--- src/rtl/wb_pkg.sv ---
// Shared types for the Wishbone command master: FSM state and response status codes.
package wb_pkg;

  typedef enum logic [1:0] {
    ST_IDLE    = 2'd0,
    ST_ACTIVE  = 2'd1,
    ST_RESPOND = 2'd2
  } wb_master_state_t;

  typedef enum logic [1:0] {
    RSP_OK      = 2'd0,
    RSP_ERR     = 2'd1,
    RSP_TIMEOUT = 2'd2
  } wb_rsp_status_t;

endpackage

--- src/rtl/wb_master_cmd_if.sv ---
// Command/response handshake plus Wishbone B4 classic master bus for wb_master_cmd.
interface wb_master_cmd_if #(
  parameter int ADDR_WIDTH = 16,
  parameter int DATA_WIDTH = 32,
  parameter int GRANULE    = 8
);
  localparam int SEL_WIDTH = DATA_WIDTH / GRANULE;

  logic                  cmd_valid_i;
  logic                  cmd_ready_o;
  logic                  cmd_we_i;
  logic [ADDR_WIDTH-1:0] cmd_adr_i;
  logic [DATA_WIDTH-1:0] cmd_dat_i;
  logic [SEL_WIDTH-1:0]  cmd_sel_i;

  logic                  rsp_valid_o;
  logic                  rsp_ready_i;
  logic [DATA_WIDTH-1:0] rsp_dat_o;
  logic [1:0]            rsp_status_o;

  logic [ADDR_WIDTH-1:0] adr_o;
  logic [DATA_WIDTH-1:0] dat_o;
  logic [SEL_WIDTH-1:0]  sel_o;
  logic                  we_o;
  logic                  stb_o;
  logic                  cyc_o;
  logic [DATA_WIDTH-1:0] dat_i;
  logic                  ack_i;
  logic                  err_i;

  modport master (
    input  cmd_valid_i, cmd_we_i, cmd_adr_i, cmd_dat_i, cmd_sel_i, rsp_ready_i,
    input  dat_i, ack_i, err_i,
    output cmd_ready_o, rsp_valid_o, rsp_dat_o, rsp_status_o,
    output adr_o, dat_o, sel_o, we_o, stb_o, cyc_o
  );

  modport slave (
    output cmd_valid_i, cmd_we_i, cmd_adr_i, cmd_dat_i, cmd_sel_i, rsp_ready_i,
    output dat_i, ack_i, err_i,
    input  cmd_ready_o, rsp_valid_o, rsp_dat_o, rsp_status_o,
    input  adr_o, dat_o, sel_o, we_o, stb_o, cyc_o
  );

endinterface

--- src/rtl/wb_master_cmd.sv ---
// Single-transaction Wishbone B4 classic master: one command in, one bus cycle, one response out.
module wb_master_cmd
  import wb_pkg::*;
#(
  parameter int ADDR_WIDTH = 16,
  parameter int DATA_WIDTH = 32,
  parameter int GRANULE    = 8,
  parameter int TIMEOUT    = 255
) (
  input  logic            clk_i,
  input  logic            rst_i,
  wb_master_cmd_if.master bus
);

  localparam int SEL_WIDTH = DATA_WIDTH / GRANULE;
  // A zero-width counter is illegal, so TIMEOUT=0 keeps a dummy 1-bit counter.
  localparam int CNT_W     = (TIMEOUT > 0) ? $clog2(TIMEOUT + 1) : 1;

  wb_master_state_t      state_q, state_d;
  logic                  cmd_ready_q, cmd_ready_d;
  logic                  cyc_q, cyc_d;
  logic                  we_q, we_d;
  logic [ADDR_WIDTH-1:0] adr_q, adr_d;
  logic [DATA_WIDTH-1:0] dat_q, dat_d;
  logic [SEL_WIDTH-1:0]  sel_q, sel_d;
  logic                  rsp_valid_q, rsp_valid_d;
  logic [DATA_WIDTH-1:0] rsp_dat_q, rsp_dat_d;
  wb_rsp_status_t        rsp_status_q, rsp_status_d;
  logic [CNT_W-1:0]      cnt_q, cnt_d;

  function automatic logic [DATA_WIDTH-1:0] lane_mask(input logic [SEL_WIDTH-1:0] sel);
    logic [DATA_WIDTH-1:0] m;
    m = '0;
    for (int i = 0; i < SEL_WIDTH; i++) m[i*GRANULE +: GRANULE] = {GRANULE{sel[i]}};
    return m;
  endfunction

  always_comb begin
    state_d      = state_q;
    cmd_ready_d  = cmd_ready_q;
    cyc_d        = cyc_q;
    we_d         = we_q;
    adr_d        = adr_q;
    dat_d        = dat_q;
    sel_d        = sel_q;
    rsp_valid_d  = rsp_valid_q;
    rsp_dat_d    = rsp_dat_q;
    rsp_status_d = rsp_status_q;
    cnt_d        = cnt_q;
    unique case (state_q)
      ST_IDLE: begin
        cmd_ready_d = 1'b1;
        if (bus.cmd_valid_i && cmd_ready_q) begin
          state_d     = ST_ACTIVE;
          cmd_ready_d = 1'b0;
          cyc_d       = 1'b1;
          we_d        = bus.cmd_we_i;
          adr_d       = bus.cmd_adr_i;
          dat_d       = bus.cmd_dat_i;
          sel_d       = bus.cmd_sel_i;
          cnt_d       = '0;
        end
      end
      ST_ACTIVE: begin
        cnt_d = cnt_q + CNT_W'(1);
        // err has priority over a simultaneous ack; a termination in the last
        // allowed cycle beats the timeout.
        if (bus.err_i) begin
          state_d      = ST_RESPOND;
          cyc_d        = 1'b0;
          rsp_valid_d  = 1'b1;
          rsp_status_d = RSP_ERR;
          rsp_dat_d    = '0;
        end else if (bus.ack_i) begin
          state_d      = ST_RESPOND;
          cyc_d        = 1'b0;
          rsp_valid_d  = 1'b1;
          rsp_status_d = RSP_OK;
          rsp_dat_d    = we_q ? '0 : (bus.dat_i & lane_mask(sel_q));
        end else if ((TIMEOUT != 0) && (int'(cnt_q) + 1 == TIMEOUT)) begin
          state_d      = ST_RESPOND;
          cyc_d        = 1'b0;
          rsp_valid_d  = 1'b1;
          rsp_status_d = RSP_TIMEOUT;
          rsp_dat_d    = '0;
        end
      end
      ST_RESPOND: begin
        if (bus.rsp_ready_i) begin
          state_d     = ST_IDLE;
          rsp_valid_d = 1'b0;
          cmd_ready_d = 1'b1;
        end
      end
      default: state_d = ST_IDLE;
    endcase
  end

  always_ff @(posedge clk_i) begin
    if (rst_i) begin
      state_q      <= ST_IDLE;
      cmd_ready_q  <= 1'b0;
      cyc_q        <= 1'b0;
      we_q         <= 1'b0;
      adr_q        <= '0;
      dat_q        <= '0;
      sel_q        <= '0;
      rsp_valid_q  <= 1'b0;
      rsp_dat_q    <= '0;
      rsp_status_q <= RSP_OK;
      cnt_q        <= '0;
    end else begin
      state_q      <= state_d;
      cmd_ready_q  <= cmd_ready_d;
      cyc_q        <= cyc_d;
      we_q         <= we_d;
      adr_q        <= adr_d;
      dat_q        <= dat_d;
      sel_q        <= sel_d;
      rsp_valid_q  <= rsp_valid_d;
      rsp_dat_q    <= rsp_dat_d;
      rsp_status_q <= rsp_status_d;
      cnt_q        <= cnt_d;
    end
  end

  assign bus.cmd_ready_o  = cmd_ready_q;
  assign bus.cyc_o        = cyc_q;
  assign bus.stb_o        = cyc_q;
  assign bus.we_o         = we_q;
  assign bus.adr_o        = adr_q;
  assign bus.dat_o        = dat_q;
  assign bus.sel_o        = sel_q;
  assign bus.rsp_valid_o  = rsp_valid_q;
  assign bus.rsp_dat_o    = rsp_dat_q;
  assign bus.rsp_status_o = rsp_status_q;

endmodule

--- src/flat_wrapper.sv ---
// flat-port wrapper written by rule: the top's interface ports become plain ports
module wb_master_cmd_flat import wb_pkg::*;
#(
  parameter int ADDR_WIDTH = 16,
  parameter int DATA_WIDTH = 32,
  parameter int GRANULE    = 8,
  parameter int TIMEOUT    = 255
)
  (clk_i, rst_i, bus_cmd_valid_i, bus_cmd_we_i, bus_cmd_adr_i, bus_cmd_dat_i, bus_cmd_sel_i, bus_rsp_ready_i, bus_dat_i, bus_ack_i, bus_err_i, bus_cmd_ready_o, bus_rsp_valid_o, bus_rsp_dat_o, bus_rsp_status_o, bus_adr_o, bus_dat_o, bus_sel_o, bus_we_o, bus_stb_o, bus_cyc_o);
  wb_master_cmd_if #(.ADDR_WIDTH(ADDR_WIDTH), .DATA_WIDTH(DATA_WIDTH), .GRANULE(GRANULE)) bus_i ();
  input  logic clk_i;
  input  logic rst_i;
  input wire logic [$bits(bus_i.cmd_valid_i)-1:0] bus_cmd_valid_i;
  input wire logic [$bits(bus_i.cmd_we_i)-1:0] bus_cmd_we_i;
  input wire logic [$bits(bus_i.cmd_adr_i)-1:0] bus_cmd_adr_i;
  input wire logic [$bits(bus_i.cmd_dat_i)-1:0] bus_cmd_dat_i;
  input wire logic [$bits(bus_i.cmd_sel_i)-1:0] bus_cmd_sel_i;
  input wire logic [$bits(bus_i.rsp_ready_i)-1:0] bus_rsp_ready_i;
  input wire logic [$bits(bus_i.dat_i)-1:0] bus_dat_i;
  input wire logic [$bits(bus_i.ack_i)-1:0] bus_ack_i;
  input wire logic [$bits(bus_i.err_i)-1:0] bus_err_i;
  output wire logic [$bits(bus_i.cmd_ready_o)-1:0] bus_cmd_ready_o;
  output wire logic [$bits(bus_i.rsp_valid_o)-1:0] bus_rsp_valid_o;
  output wire logic [$bits(bus_i.rsp_dat_o)-1:0] bus_rsp_dat_o;
  output wire logic [$bits(bus_i.rsp_status_o)-1:0] bus_rsp_status_o;
  output wire logic [$bits(bus_i.adr_o)-1:0] bus_adr_o;
  output wire logic [$bits(bus_i.dat_o)-1:0] bus_dat_o;
  output wire logic [$bits(bus_i.sel_o)-1:0] bus_sel_o;
  output wire logic [$bits(bus_i.we_o)-1:0] bus_we_o;
  output wire logic [$bits(bus_i.stb_o)-1:0] bus_stb_o;
  output wire logic [$bits(bus_i.cyc_o)-1:0] bus_cyc_o;
  assign bus_i.cmd_valid_i = bus_cmd_valid_i;
  assign bus_i.cmd_we_i = bus_cmd_we_i;
  assign bus_i.cmd_adr_i = bus_cmd_adr_i;
  assign bus_i.cmd_dat_i = bus_cmd_dat_i;
  assign bus_i.cmd_sel_i = bus_cmd_sel_i;
  assign bus_i.rsp_ready_i = bus_rsp_ready_i;
  assign bus_i.dat_i = bus_dat_i;
  assign bus_i.ack_i = bus_ack_i;
  assign bus_i.err_i = bus_err_i;
  assign bus_cmd_ready_o = bus_i.cmd_ready_o;
  assign bus_rsp_valid_o = bus_i.rsp_valid_o;
  assign bus_rsp_dat_o = bus_i.rsp_dat_o;
  assign bus_rsp_status_o = bus_i.rsp_status_o;
  assign bus_adr_o = bus_i.adr_o;
  assign bus_dat_o = bus_i.dat_o;
  assign bus_sel_o = bus_i.sel_o;
  assign bus_we_o = bus_i.we_o;
  assign bus_stb_o = bus_i.stb_o;
  assign bus_cyc_o = bus_i.cyc_o;
  wb_master_cmd #(.ADDR_WIDTH(ADDR_WIDTH), .DATA_WIDTH(DATA_WIDTH), .GRANULE(GRANULE), .TIMEOUT(TIMEOUT)) u_core (.clk_i(clk_i), .rst_i(rst_i), .bus(bus_i));
endmodule
--- config.mk ---
export PLATFORM = sky130hd
export DESIGN_NAME = wb_master_cmd_flat
export DESIGN_NICKNAME = d
export VERILOG_FILES = /design/src/rtl/wb_pkg.sv /design/src/rtl/wb_master_cmd_if.sv /design/src/rtl/wb_master_cmd.sv /design/src/flat_wrapper.sv
export SDC_FILE = /design/constraint.sdc
export NUM_CORES = 1
export LEC_CHECK = 0
export CAP_MARGIN = 25
export CORE_MARGIN = 2
export CORE_UTILIZATION = 45
export CTS_BUF_LIST = sky130_fd_sc_hd__clkbuf_16
export DETAILED_ROUTE_END_ITERATION = 10
export PLACE_DENSITY = 0.93
export SYNTH_ARGS = -nofsm -noshare
export SYNTH_HDL_FRONTEND = slang
export SYNTH_SLANG_ARGS = --single-unit
--- constraint.sdc ---
create_clock -name clk_i -period 3.9 [get_ports clk_i]
set_clock_uncertainty 0.15 [all_clocks]
set_input_delay 0.585 -clock clk_i [delete_from_list [all_inputs] [get_ports clk_i]]
set_output_delay 0.585 -clock clk_i [all_outputs]
set_load 0.1 [all_outputs]
* Word level (Yosys, flattened, before mapping) *
Index checks and enable logic that the tools add are counted.

word-level totals
  memories = 0
  flip-flop bits (word level) = 100
  logic and storage cells = 60
  memory bits (writable) = 0
  ROM bits = 0
  bits in latches = 0
  output and inout bits = 91

cells by class
  bitwise operators = 1
  div/mod/pow operators = 0
  multiplexer cells = 27
  equality and inequality tests = 6
  shift operators = 0
  magnitude comparators = 0
  $add $sub $neg = 2
  reductions and logical operators = 13
  multipliers = 0

operators with widths
  operator                                                                 count
  32-bit two-way mux                                                       4
  32-bit AND                                                               1
  32-bit by 9-bit equality test with 1-bit output, second input constant   1
  8-bit one-hot mux with 2 select lines                                    1
  2-bit two-way mux                                                        7
  1-bit two-way mux                                                        10
  8-bit by 1-bit adder with 9-bit output, second input constant            1
  3-bit AND reduction                                                      3
  8-bit by 1-bit adder with 8-bit output, second input constant            1
  8-bit two-way mux                                                        1
  2-bit AND reduction                                                      4
  1-bit one-hot mux with 2 select lines                                    3
  2-bit one-hot mux with 3 select lines                                    1
  2-bit nonzero test                                                       3
  4-bit by 3-bit inequality test with 1-bit output, second input constant  1
  3-bit nonzero test                                                       1
  2-bit by 1-bit equality test with 1-bit output, second input constant    1
  2-bit equality test, second input constant                               1
  2-bit logical NOT                                                        1
  2-bit by 1-bit inequality test with 1-bit output, second input constant  1
  2-bit inequality test, second input constant                             1
  1-bit logical AND                                                        1

* Logic depth before layout (Yosys ltp) *
  depth after elaboration = 6
  gate-level depth with buffers = 7
  mapped depth without buffers = 6

* Worst setup path before layout *
No wires, ideal clock.

  path type = reg2reg
  start point = register u_core.cmd_ready_q, in the netlist u_core.bus.cmd_ready_o
  end point = register u_core.adr_q[0], in the netlist u_core.bus.adr_o[0]
  path buffers = 2
  cell stages (with the launch flop) = 6
  arrival time = 2002 ps
  setup slack = 1677 ps
  required time = 3680 ps
  period minus slack after synthesis = 2223 ps
  cells stage by stage = dfxtp_1 and3_1 clkbuf_1 buf_1 nand2_1 a21oi_1

on the way
  word-level cells in the longest chain between the ends = 2

ends and longest elaborated chain
  what                           line                  text
  start, declared                wb_master_cmd.sv:20   logic cmd_ready_q, cmd_ready_d;
  start signal, assigned         wb_master_cmd.sv:114  cmd_ready_q <= cmd_ready_d;
  1-bit logical AND              wb_master_cmd.sv:53   if (bus.cmd_valid_i && cmd_ready_q) begin
  2-bit AND reduction (no line)  -
  end signal, assigned           wb_master_cmd.sv:117  adr_q <= adr_d;
  end, declared                  wb_master_cmd.sv:23   logic [ADDR_WIDTH-1:0] adr_q, adr_d;

Every way passes these cells.
A chain may end at the register's enable or synchronous reset.

* Worst setup path after layout *
  start point = register u_core.cmd_ready_q, in the netlist u_core.bus.cmd_ready_o
  end point = output bus_cmd_ready_o

RTL lines
  what           line                text
  end, declared  flat_wrapper.sv:22  output wire logic [$bits(bus_i.cmd_ready_o)-1:0] bus_cmd_ready_o;

No word-level cell between the ends.

==> flow_metrics.py <==
metrics = {
    "floorplanning": {
        "die_h_um": 99.86,
        "start_util": 0.4696,
        "ioPinCount": 182,
        "die-area_um2": 9972,
        "core.rowCount": 34,
        "die_x_um": 99.86,
        "core_um2": 8806,
    },
    "synth": {
        "ys_types": 36,
        "synth_area_leaders": "dfxtp_1 (48%), nand2_1 (10%), a21oi_1 (7.7%)",
        "synth_area_um2": 4135,
        "yosysSeqAreaShare": 0.4841,
        "syn_nets": 633,
        "synth_top_area_frac": 0.4841,
        "synth_area_per_cell_um2": 7.658,
        "synth.largest_area_cell": "dfxtp_1",
        "yosysWarnings": 0,
        "ys_ff_latch": 100,
        "postSynthCellCount": 540,
    },
    "cts": {
        "cts.sinks": 100,
        "htree_levels": 3,
        "numCtsBuffers": 9,
        "cts_root_buf": "clkbuf_16",
        "cts_buffer_depth": 2,
        "cts_hold_buf": 0,
        "ctsResizeCount": 0,
        "cts_tree": "yes",
        "insertion_delay_ps": 330,
        "clk_pin_slew_ps": 60,
        "postCtsSetupBuffers": 0,
    },
    "cells_and_area": {
        "final_cell_mix": "clkdlybuf4s50_1 (180), nand2_1 (112), dfxtp_1 (100), nor2_1 (76), a21oi_1 (64)",
        "syn2layout_area_growth_pct": 51.01,
        "layout_commonest_cell": "clkdlybuf4s50_1",
        "stdcell_area_um2": 6245,
        "drive_above_1_share": 0.03835,
        "layout.area.seq_um2": 2002,
        "multi_input_area_um2": 1847,
        "final_cells": 812,
        "nNetsFinal": 792,
        "fill_cells": 640,
        "antennaDiodeCount": 0,
    },
    "timing": {
        "fin_crit_sh": 0.6785,
        "hold_ws_ps": 303.4,
        "fin_crit_ps": 2646,
        "setup_viol_count_final": 0,
        "fmax_ghz": 0.3779,
        "slew_headroom": 0.3054,
        "grt_setup_unrepaired": "no",
        "setup_ws_ps": 1254,
        "hold_violations": 0,
        "drv_slew": 0,
        "fin_tns_setup_ps": 0,
        "tightest_slew_ps": 1042,
    },
    "worst_setup_path": {
        "crit_fanout": 4,
        "critPathBufInv": 1,
        "setup.worst_path.class": "flip-flop to output pin",
        "crit_path_start_kind": "flip-flop",
        "crit_family": "buffers and inverters",
        "cp_slowest_stage_delay_ps": 1190,
        "cpMaxStageDelayCell": "clkdlybuf4s50_1",
        "endpoint_kind": "output pin",
        "cp_cell_sequence": "clkdlybuf4s50_1",
        "cp_data_required_time_ps": 3160,
        "crit_arrival_ps": 1910,
    },
    "routing": {
        "viasPerCell": 5.353,
        "drt_wl_total_um": 12270,
        "first_pass_iters": 4,
        "vias": 4347,
        "drc": 0,
        "wl_per_cell_um": 15.11,
        "ant_nets": 0,
        "drtIter0Drc": 198,
    },
    "global_routing": {
        "overflow": 0,
        "grt_pass1_wl_um": 19720,
        "antenna_found_initial": 0,
        "grt_start_max_net_pins": 74,
        "first_global_vias": 4203,
        "track_usage": 0.2413,
    },
    "power_and_ir_drop": {
        "powerDensity_nw_per_um2": 392.4,
        "p_leak_nw": 2.329,
        "ir_drop_mv": 0.2977,
    },
    "worst_hold_path": {
        "hold_path.class": "flip-flop to flip-flop",
    },
    "status": {
        "status": "completed",
    },
    "place": {
        "place_area_um2": 5959,
        "place_congestion": 0.7706,
        "dp_hpwl_um": 8515,
        "portBuffers": 181,
        "place_ws_ps": 1188,
        "place_inst": 796,
    },
    "job": {
        "maxCapViolations": 0,
    },
}
==> synthesized netlist by cell type, drive strengths merged <==
cell type  count
o211ai         1
nand3          9
nand4          2
o221a          1
nand2b         1
o21a           3
o22ai          1
nor3          12
a211oi         1
o21ai         33
or4            2
nor4b          1
and3           1
dfxtp        100
clkbuf        31
a31oi          2
nor2          77
o211a          1
nand3b         1
or3            1
a211o          1
inv           35
ha             2
nor2b          2
a21oi         64
buf            7
xor2           2
or2            1
and2           1
a2111oi       32
nand2        112
==> cell type report <==
cell class | count | area share
flip-flops and latches | 100 | 0.3206
multi-input cells | 367 | 0.2957
repair buffers | 186 | 0.2953
clock buffers | 9 | 0.03606
well taps | 108 | 0.02164
inverters | 35 | 0.02104
clock inverters | 7 | 0.009617
==> flip-flops by register name, indices dropped and copies added (netlist names) <==
register	flops
u_core.bus.adr_o	16
u_core.bus.cmd_ready_o	1
u_core.bus.cyc_o	1
u_core.bus.dat_o	32
u_core.bus.rsp_dat_o	32
u_core.bus.rsp_status_o	2
u_core.bus.rsp_valid_o	1
u_core.bus.sel_o	4
u_core.bus.we_o	1
u_core.cnt_q	8
u_core.state_q	2
==> layer usage <==
| layer | share of wire | track usage | routed length, um | up-vias |
|---|---|---|---|---|
| met5 | 0 | 0 | 0 | - |
| met3 | 0.099 | 0.08357 | 1210 | 17 |
| met4 | 0.015 | 0.08535 | 186 | 0 |
| met2 | 0.48 | 0.4054 | 5881 | 201 |
| li1 | - | - | - | 2129 |
| met1 | 0.41 | 0.2878 | 4995 | 2000 |
==> worst paths after layout <==
check | startpoint | to | slack (ps) | cells after the start
hold reg to reg | u_core.bus.dat_o[29]$_SDFFE_PP0P_ | u_core.bus.dat_o[29]$_SDFFE_PP0P_ | 300 | 2
setup / recovery | u_core.bus.cmd_ready_o$_SDFFE_PP0P_ | bus_cmd_ready_o | 1250 | 1
setup reg to reg | u_core.cnt_q[0]$_SDFFE_PP0P_ | u_core.bus.rsp_dat_o[0]$_SDFFE_PP0P_ | 1280 | 6
hold / removal | u_core.bus.dat_o[29]$_SDFFE_PP0P_ | u_core.bus.dat_o[29]$_SDFFE_PP0P_ | 300 | 2
==> kinds of logic after synthesis <==
logic type	Yosys count	share of synthesized area
xor+xnor	2	0.004237
buf+inv	73	0.07141
flops	100	0.4841
compound gates	140	0.2121
fa+ha+maj	2	0.006050
simple gates	223	0.2221
==> where the power goes <==
group	leakage (nW)	switching, W	total (W)	internal (W)
Clock	0.139	0.000361	0.000849	0.000488
Combinational	1.38	0.000360	0.000525	0.000165
Sequential	0.811	0.0000214	0.00108	0.00105
Total	2.33	0.000742	0.00245	0.00171
==> through the flow <==
stage / total power [W] / util
final: 0.002450 / 0.7092
after global placement: 0.001611 / 0.6768
after floorplan: 0.001437 / -
after CTS: 0.002470 / 0.7092
after global routing: 0.002543 / 0.7092
after detailed placement: 0.001622 / 0.6768
Power figures use the tool's default switching activity.
